===== config.mk =====
export PLATFORM = sky130hd
export DESIGN_NAME = bufm_id_mgr_flat
export DESIGN_NICKNAME = d
export VERILOG_FILES = /design/src/rtl/bufm_id_mgr_if.sv /design/src/rtl/bufm_id_mgr.sv /design/src/flat_wrapper.sv
export SDC_FILE = /design/constraint.sdc
export NUM_CORES = 1
export LEC_CHECK = 0
export CORE_MARGIN = 2
export CORE_UTILIZATION = 30
export DETAILED_ROUTE_END_ITERATION = 16
export GPL_TIMING_DRIVEN = 0
export PLACE_DENSITY = 0.51
export SYNTH_ARGS = -nofsm -noshare
export SYNTH_HDL_FRONTEND = slang
export SYNTH_SLANG_ARGS = --single-unit

===== constraint.sdc =====
create_clock -name clk -period 5.6 [get_ports clk]
set_clock_uncertainty 0.15 [all_clocks]
set_input_delay 0.84 -clock clk [delete_from_list [all_inputs] [get_ports clk]]
set_output_delay 0.84 -clock clk [all_outputs]
set_load 0.03 [all_outputs]

===== src/rtl/bufm_id_mgr_if.sv =====
// Request/release handshake and status bus between the buffer-ID free list
// and its users (packet writer, output side, admission control).
interface bufm_id_mgr_if #(
  parameter int ID_W = 4
);
  logic            alloc_req;
  logic            alloc_gnt;
  logic [ID_W-1:0] alloc_id;
  logic            release_wr;
  logic [ID_W-1:0] release_id;
  logic [ID_W:0]   bufm_ID_count;
  logic            init_done;
  logic            err_release;
  logic [ID_W:0]   min_free;

  modport master (
    output alloc_req, release_wr, release_id,
    input  alloc_gnt, alloc_id, bufm_ID_count, init_done, err_release, min_free
  );

  modport slave (
    input  alloc_req, release_wr, release_id,
    output alloc_gnt, alloc_id, bufm_ID_count, init_done, err_release, min_free
  );
endinterface


===== src/rtl/bufm_id_mgr.sv =====
// Free-list controller for packet-buffer IDs: zero-latency grant from a circular
// FIFO of free IDs, bitmap-checked release, free count and low-water mark.
module bufm_id_mgr #(
  parameter int ID_NUM = 16,
  parameter int ID_W   = 4
) (
  input  logic         clk,
  input  logic         rst_n,
  bufm_id_mgr_if.slave bus
);
  localparam int                PTR_W    = (ID_NUM > 1) ? $clog2(ID_NUM) : 1;
  localparam logic [PTR_W-1:0]  LAST_PTR = PTR_W'(ID_NUM - 1);
  localparam logic [ID_W:0]     FULL_CNT = (ID_W + 1)'(ID_NUM);

  typedef enum logic {ST_INIT, ST_RUN} state_e;

  state_e                 state_q, state_d;
  logic [PTR_W-1:0]       rd_ptr_q, rd_ptr_d;
  logic [PTR_W-1:0]       wr_ptr_q, wr_ptr_d;
  logic [ID_W:0]          count_q, count_d;
  logic [ID_W:0]          min_free_q, min_free_d;
  logic [(2**ID_W)-1:0]   used_q, used_d;
  logic                   init_done_q, init_done_d;
  logic                   err_q, err_d;

  logic [ID_W-1:0]        fifo_q [ID_NUM];
  logic                   fifo_we;
  logic [PTR_W-1:0]       fifo_waddr;
  logic [ID_W-1:0]        fifo_wdata;

  logic                   run;
  logic                   gnt;
  logic                   id_in_range;
  logic                   rel_ok;
  logic [ID_W-1:0]        head_id;

  function automatic logic [PTR_W-1:0] ptr_inc(input logic [PTR_W-1:0] p);
    return (p == LAST_PTR) ? '0 : p + PTR_W'(1);
  endfunction

  // When the ID field exactly covers ID_NUM every encoding is a valid ID.
  generate
    if (ID_NUM == (2**ID_W)) begin : g_full_range
      assign id_in_range = 1'b1;
    end else begin : g_part_range
      assign id_in_range = ({1'b0, bus.release_id} < FULL_CNT);
    end
  endgenerate

  assign run     = (state_q == ST_RUN);
  assign head_id = fifo_q[rd_ptr_q];
  assign gnt     = bus.alloc_req & run & (count_q != '0);
  // An ID granted this cycle still reads as free, so releasing it is a duplicate.
  assign rel_ok  = bus.release_wr & run & id_in_range & used_q[bus.release_id];

  always_comb begin
    state_d     = state_q;
    rd_ptr_d    = rd_ptr_q;
    wr_ptr_d    = wr_ptr_q;
    count_d     = count_q;
    min_free_d  = min_free_q;
    used_d      = used_q;
    init_done_d = init_done_q;
    err_d       = 1'b0;
    fifo_we     = 1'b0;
    fifo_waddr  = wr_ptr_q;
    fifo_wdata  = bus.release_id;
    case (state_q)
      ST_INIT: begin
        fifo_we    = 1'b1;
        fifo_wdata = ID_W'(wr_ptr_q);
        wr_ptr_d   = ptr_inc(wr_ptr_q);
        count_d    = count_q + (ID_W + 1)'(1);
        err_d      = bus.release_wr;
        if (wr_ptr_q == LAST_PTR) begin
          state_d     = ST_RUN;
          init_done_d = 1'b1;
        end
      end
      ST_RUN: begin
        if (gnt) begin
          rd_ptr_d        = ptr_inc(rd_ptr_q);
          used_d[head_id] = 1'b1;
        end
        if (rel_ok) begin
          fifo_we                 = 1'b1;
          wr_ptr_d                = ptr_inc(wr_ptr_q);
          used_d[bus.release_id]  = 1'b0;
        end
        err_d = bus.release_wr & ~rel_ok;
        case ({gnt, rel_ok})
          2'b10:   count_d = count_q - (ID_W + 1)'(1);
          2'b01:   count_d = count_q + (ID_W + 1)'(1);
          default: count_d = count_q;
        endcase
        if (count_q < min_free_q) min_free_d = count_q;
      end
      default: state_d = ST_INIT;
    endcase
  end

  always_ff @(posedge clk or negedge rst_n) begin
    if (!rst_n) begin
      state_q     <= ST_INIT;
      rd_ptr_q    <= '0;
      wr_ptr_q    <= '0;
      count_q     <= '0;
      min_free_q  <= FULL_CNT;
      used_q      <= '0;
      init_done_q <= 1'b0;
      err_q       <= 1'b0;
    end else begin
      state_q     <= state_d;
      rd_ptr_q    <= rd_ptr_d;
      wr_ptr_q    <= wr_ptr_d;
      count_q     <= count_d;
      min_free_q  <= min_free_d;
      used_q      <= used_d;
      init_done_q <= init_done_d;
      err_q       <= err_d;
    end
  end

  // Contents need no reset: INIT rewrites every entry before any read matters.
  always_ff @(posedge clk) begin
    if (fifo_we) fifo_q[fifo_waddr] <= fifo_wdata;
  end

  assign bus.alloc_gnt     = gnt;
  assign bus.alloc_id      = head_id;
  assign bus.bufm_ID_count = count_q;
  assign bus.init_done     = init_done_q;
  assign bus.err_release   = err_q;
  assign bus.min_free      = min_free_q;
endmodule


===== src/flat_wrapper.sv =====
// flat-port wrapper written by rule: the top's interface ports become plain ports
module bufm_id_mgr_flat 
#(
  parameter int ID_NUM = 16,
  parameter int ID_W   = 4
)
  (clk, rst_n, bus_alloc_req, bus_release_wr, bus_release_id, bus_alloc_gnt, bus_alloc_id, bus_bufm_ID_count, bus_init_done, bus_err_release, bus_min_free);
  bufm_id_mgr_if #(.ID_W(ID_W)) bus_i ();
  input  logic clk;
  input  logic rst_n;
  input wire logic [$bits(bus_i.alloc_req)-1:0] bus_alloc_req;
  input wire logic [$bits(bus_i.release_wr)-1:0] bus_release_wr;
  input wire logic [$bits(bus_i.release_id)-1:0] bus_release_id;
  output wire logic [$bits(bus_i.alloc_gnt)-1:0] bus_alloc_gnt;
  output wire logic [$bits(bus_i.alloc_id)-1:0] bus_alloc_id;
  output wire logic [$bits(bus_i.bufm_ID_count)-1:0] bus_bufm_ID_count;
  output wire logic [$bits(bus_i.init_done)-1:0] bus_init_done;
  output wire logic [$bits(bus_i.err_release)-1:0] bus_err_release;
  output wire logic [$bits(bus_i.min_free)-1:0] bus_min_free;
  assign bus_i.alloc_req = bus_alloc_req;
  assign bus_i.release_wr = bus_release_wr;
  assign bus_i.release_id = bus_release_id;
  assign bus_alloc_gnt = bus_i.alloc_gnt;
  assign bus_alloc_id = bus_i.alloc_id;
  assign bus_bufm_ID_count = bus_i.bufm_ID_count;
  assign bus_init_done = bus_i.init_done;
  assign bus_err_release = bus_i.err_release;
  assign bus_min_free = bus_i.min_free;
  bufm_id_mgr #(.ID_NUM(ID_NUM), .ID_W(ID_W)) u_core (.clk(clk), .rst_n(rst_n), .bus(bus_i));
endmodule

==> results.cfg <==
[status]
status = completed

[power_and_ir_drop]
p_leak_nw = 2.12
p_total_mw = 3.02
ir_worst_vdd_mv = 0.203
power.density_nw_per_um2 = 526

[cts]
cts_tree = done
cts_max_path_buffers = 2
cts.reportedPaths.clkPinSlew_ns = 0.07
cts_setup_buffers = 0
cts_resized = 0
clkLatencyLatePin_ns = 0.35
clockRootBuffer = clkbuf_16
hold_buffers = 0
cts.sinks = 101
cts_buffers = 9
htreeDepth = 3

[global_routing]
grt_pass1_vias = 3274
grt_start_max_net_pins = 38
overflow = 0
track_usage = 0.139
grt_pass1_wl_mm = 18.6
antenna_found_initial = 0

[worst_setup_path]
ff2ff_setup_slack_ns = 2.70
crit_path_end_kind = output pin
cp_data_required_time_ns = 4.61
critPathKind = reg -> out
cp_max_fo = 10
r2r-start = u_core.used_q[1]$_DFFE_PN0P_
cp.arrival_ns = 2.96
crit_path_start_kind = flop
crit_start = u_core.rd_ptr_q[2]$_DFFE_PN0P_

[timing]
max_clock_freq_ghz = 0.253
worst_slack_ns = 1.65
slew_headroom = 0.244
hold_viol = 0
slew_violations = 0
period_needed_ns = 3.95
whs_ns = 0.302
period_share = 0.706
worst_pin_slew_ns = 1.12
rsz0062_at_grt = false
setup_tns_ns = 0
setup_viol = 0

[placed_design]
place_area_um2 = 5450
io_buffer_count = 23
gp_congestion = 0.775
dp_hpwl_mm = 8.10
dp_worst_setup_slack_ns = 1.44
dp_cells = 600

[final_layout]
postLayoutCoreUtil = 0.359
drive_gt1_frac = 0.190
fin_area_um2 = 5730
fin_nets = 414
fin_cells = 616
diodes = 0
n_fill_cell = 1547
area.growth.synth_to_final_pct = 16.3

[die]
fp.dieArea_um2 = 17500
fp.dieH_um = 132
io_pins = 25
initial_core_util = 0.309
chipWidth_um = 132
fp.coreArea_um2 = 15900
row_count = 46

[routing]
via_count = 3123
drt_iter0_drc = 156
routedWlPerCell_um = 18.8
vias_per_cell = 5.07
drtPass1Iterations = 4
drt-total-wl_mm = 11.6
drc = 0
antenna_left = 0

[yosys]
yosysTopAreaCell = edfxtp_1
ys_seq_area_frac = 0.578
synth_area_per_cell_um2 = 13.8
synth_edf_count = 64
synth_top_area_share = 0.390
synthCells = 358
synth_warnings = 0
ys.flop_type = edfxtp_1
yosysUniqueCellTypes = 57
synth_seq_cells = 101
synthesis.nets = 377
yosys-top-cells-area = edfxtp_1 39%, dfrtp_1 18%, mux4_2 8.2%
ys_async_sr_fraction = 0.366
netlist_area_um2 = 4930

[flow_run]
cap_violations = 0

[worst_hold_path]
hold_class = in -> async
-- area by class of cell --
cell class	instances	area, um^2	area share
Tap cell	216	270	0.0472
Timing Repair Buffer	26	258	0.0450
Sequential cell	101	2850	0.497
Multi-Input combinational cell	223	1900	0.332
Clock inverter	7	48.8	0.00852
Buffer	19	119	0.0208
Clock buffer	9	225	0.0393
Inverter	15	56.3	0.00983
-- routing by layer --
metal	vias up	GRT usage	share of wire
met5	-	0	0
met4	0	0.0531	0.0095
met3	10	0.0250	0.041
met2	65	0.229	0.50
met1	1600	0.184	0.45
li1	1448	-	-
-- Yosys cell counts, types with 3 or more instances --
cell type  count
a21o_1         5
a21oi_1       25
a31oi_1        4
and3_1         7
and4_1         3
and4b_1        4
buf_2          7
buf_6          5
clkbuf_1       6
dfrtp_1       36
edfxtp_1      64
ha_1          11
inv_1         15
mux2_2         9
mux2i_1        9
mux2i_2        3
mux4_2        18
nand2_1       26
nand2b_1       9
nand3_1        6
nor2_1        12
nor2b_1        5
nor3_1         4
nor4b_1        5
o211ai_2       3
o21a_1         3
o21ai_0        8
o21ai_2        3
o22ai_2        3
xnor2_1        4
-- worst max-delay path, stage by stage, from the launching register on --
cell and delay, ns:
dfrtp_1 0.33, buf_2 0.28, buf_2 0.35, mux4_2 0.34
mux2i_1 0.47, mux2i_1 0.19, clkdlybuf4s50_1 0.64
-- cells by family (layout without fill, tap and decap cells) --
family,count (synthesis),in the layout,share of synthesized area
XOR/XNOR,5,5,0.00889
adder cells (fa/ha/maj),11,11,0.0279
AO/OA/AOI/OAI,77,77,0.113
AND/OR/NAND/NOR,90,90,0.101
flip-flops,101,101,0.578
buffers and inverters,34,76,0.0356
multiplexers,40,40,0.135
-- flip-flops by register name (all words and copies together), names as in the netlist --
signal / count
u_core.fifo_q: 64
u_core.bus.init_done: 1
u_core.used_q: 16
u_core.run: 1
u_core.bus.bufm_ID_count: 5
u_core.fifo_waddr: 4
u_core.bus.err_release: 1
u_core.bus.min_free: 5
u_core.rd_ptr_q: 4
-- worst paths after layout --
path,end,cells past startpoint
setup reg to reg,u_core.fifo_q[0][3]$_DFFE_PP_,6
max in group asynchronous,u_core.bus.min_free[4]$_DFFE_PN1P_,2
min in group clk,u_core.used_q[15]$_DFFE_PN0P_,1
setup / recovery,bus_alloc_id[1],6
hold / removal,u_core.rd_ptr_q[3]$_DFFE_PN0P_,2
hold reg to reg,u_core.used_q[15]$_DFFE_PN0P_,1
-- where the power goes --
part	internal (mW)	switching [mW]
sequential	0.942	0.119
clock	0.303	0.281
combinational	0.598	0.774
total	1.84	1.17
-- cells in the final DEF (no fill, tap or decap), drive strengths merged, types with 4 or more instances in the layout --
master         instances
buf                   16
nor3                   4
ha                    11
clkbuf                16
a21oi                 25
a31oi                  4
o22ai                  4
mux2i                 12
and4b                  4
o211ai                 5
nand2b                 9
clkdlybuf4s50         22
nor4b                  5
clkinv                 4
nand2                 26
mux4                  19
nor2b                  5
inv                   17
nor2                  13
and3                   7
o21ai                 11
dfrtp                 36
mux2                   9
nand3                  6
edfxtp                64
xnor2                  4
a21o                   5
No activity file was read; power rests on OpenSTA's default activity.
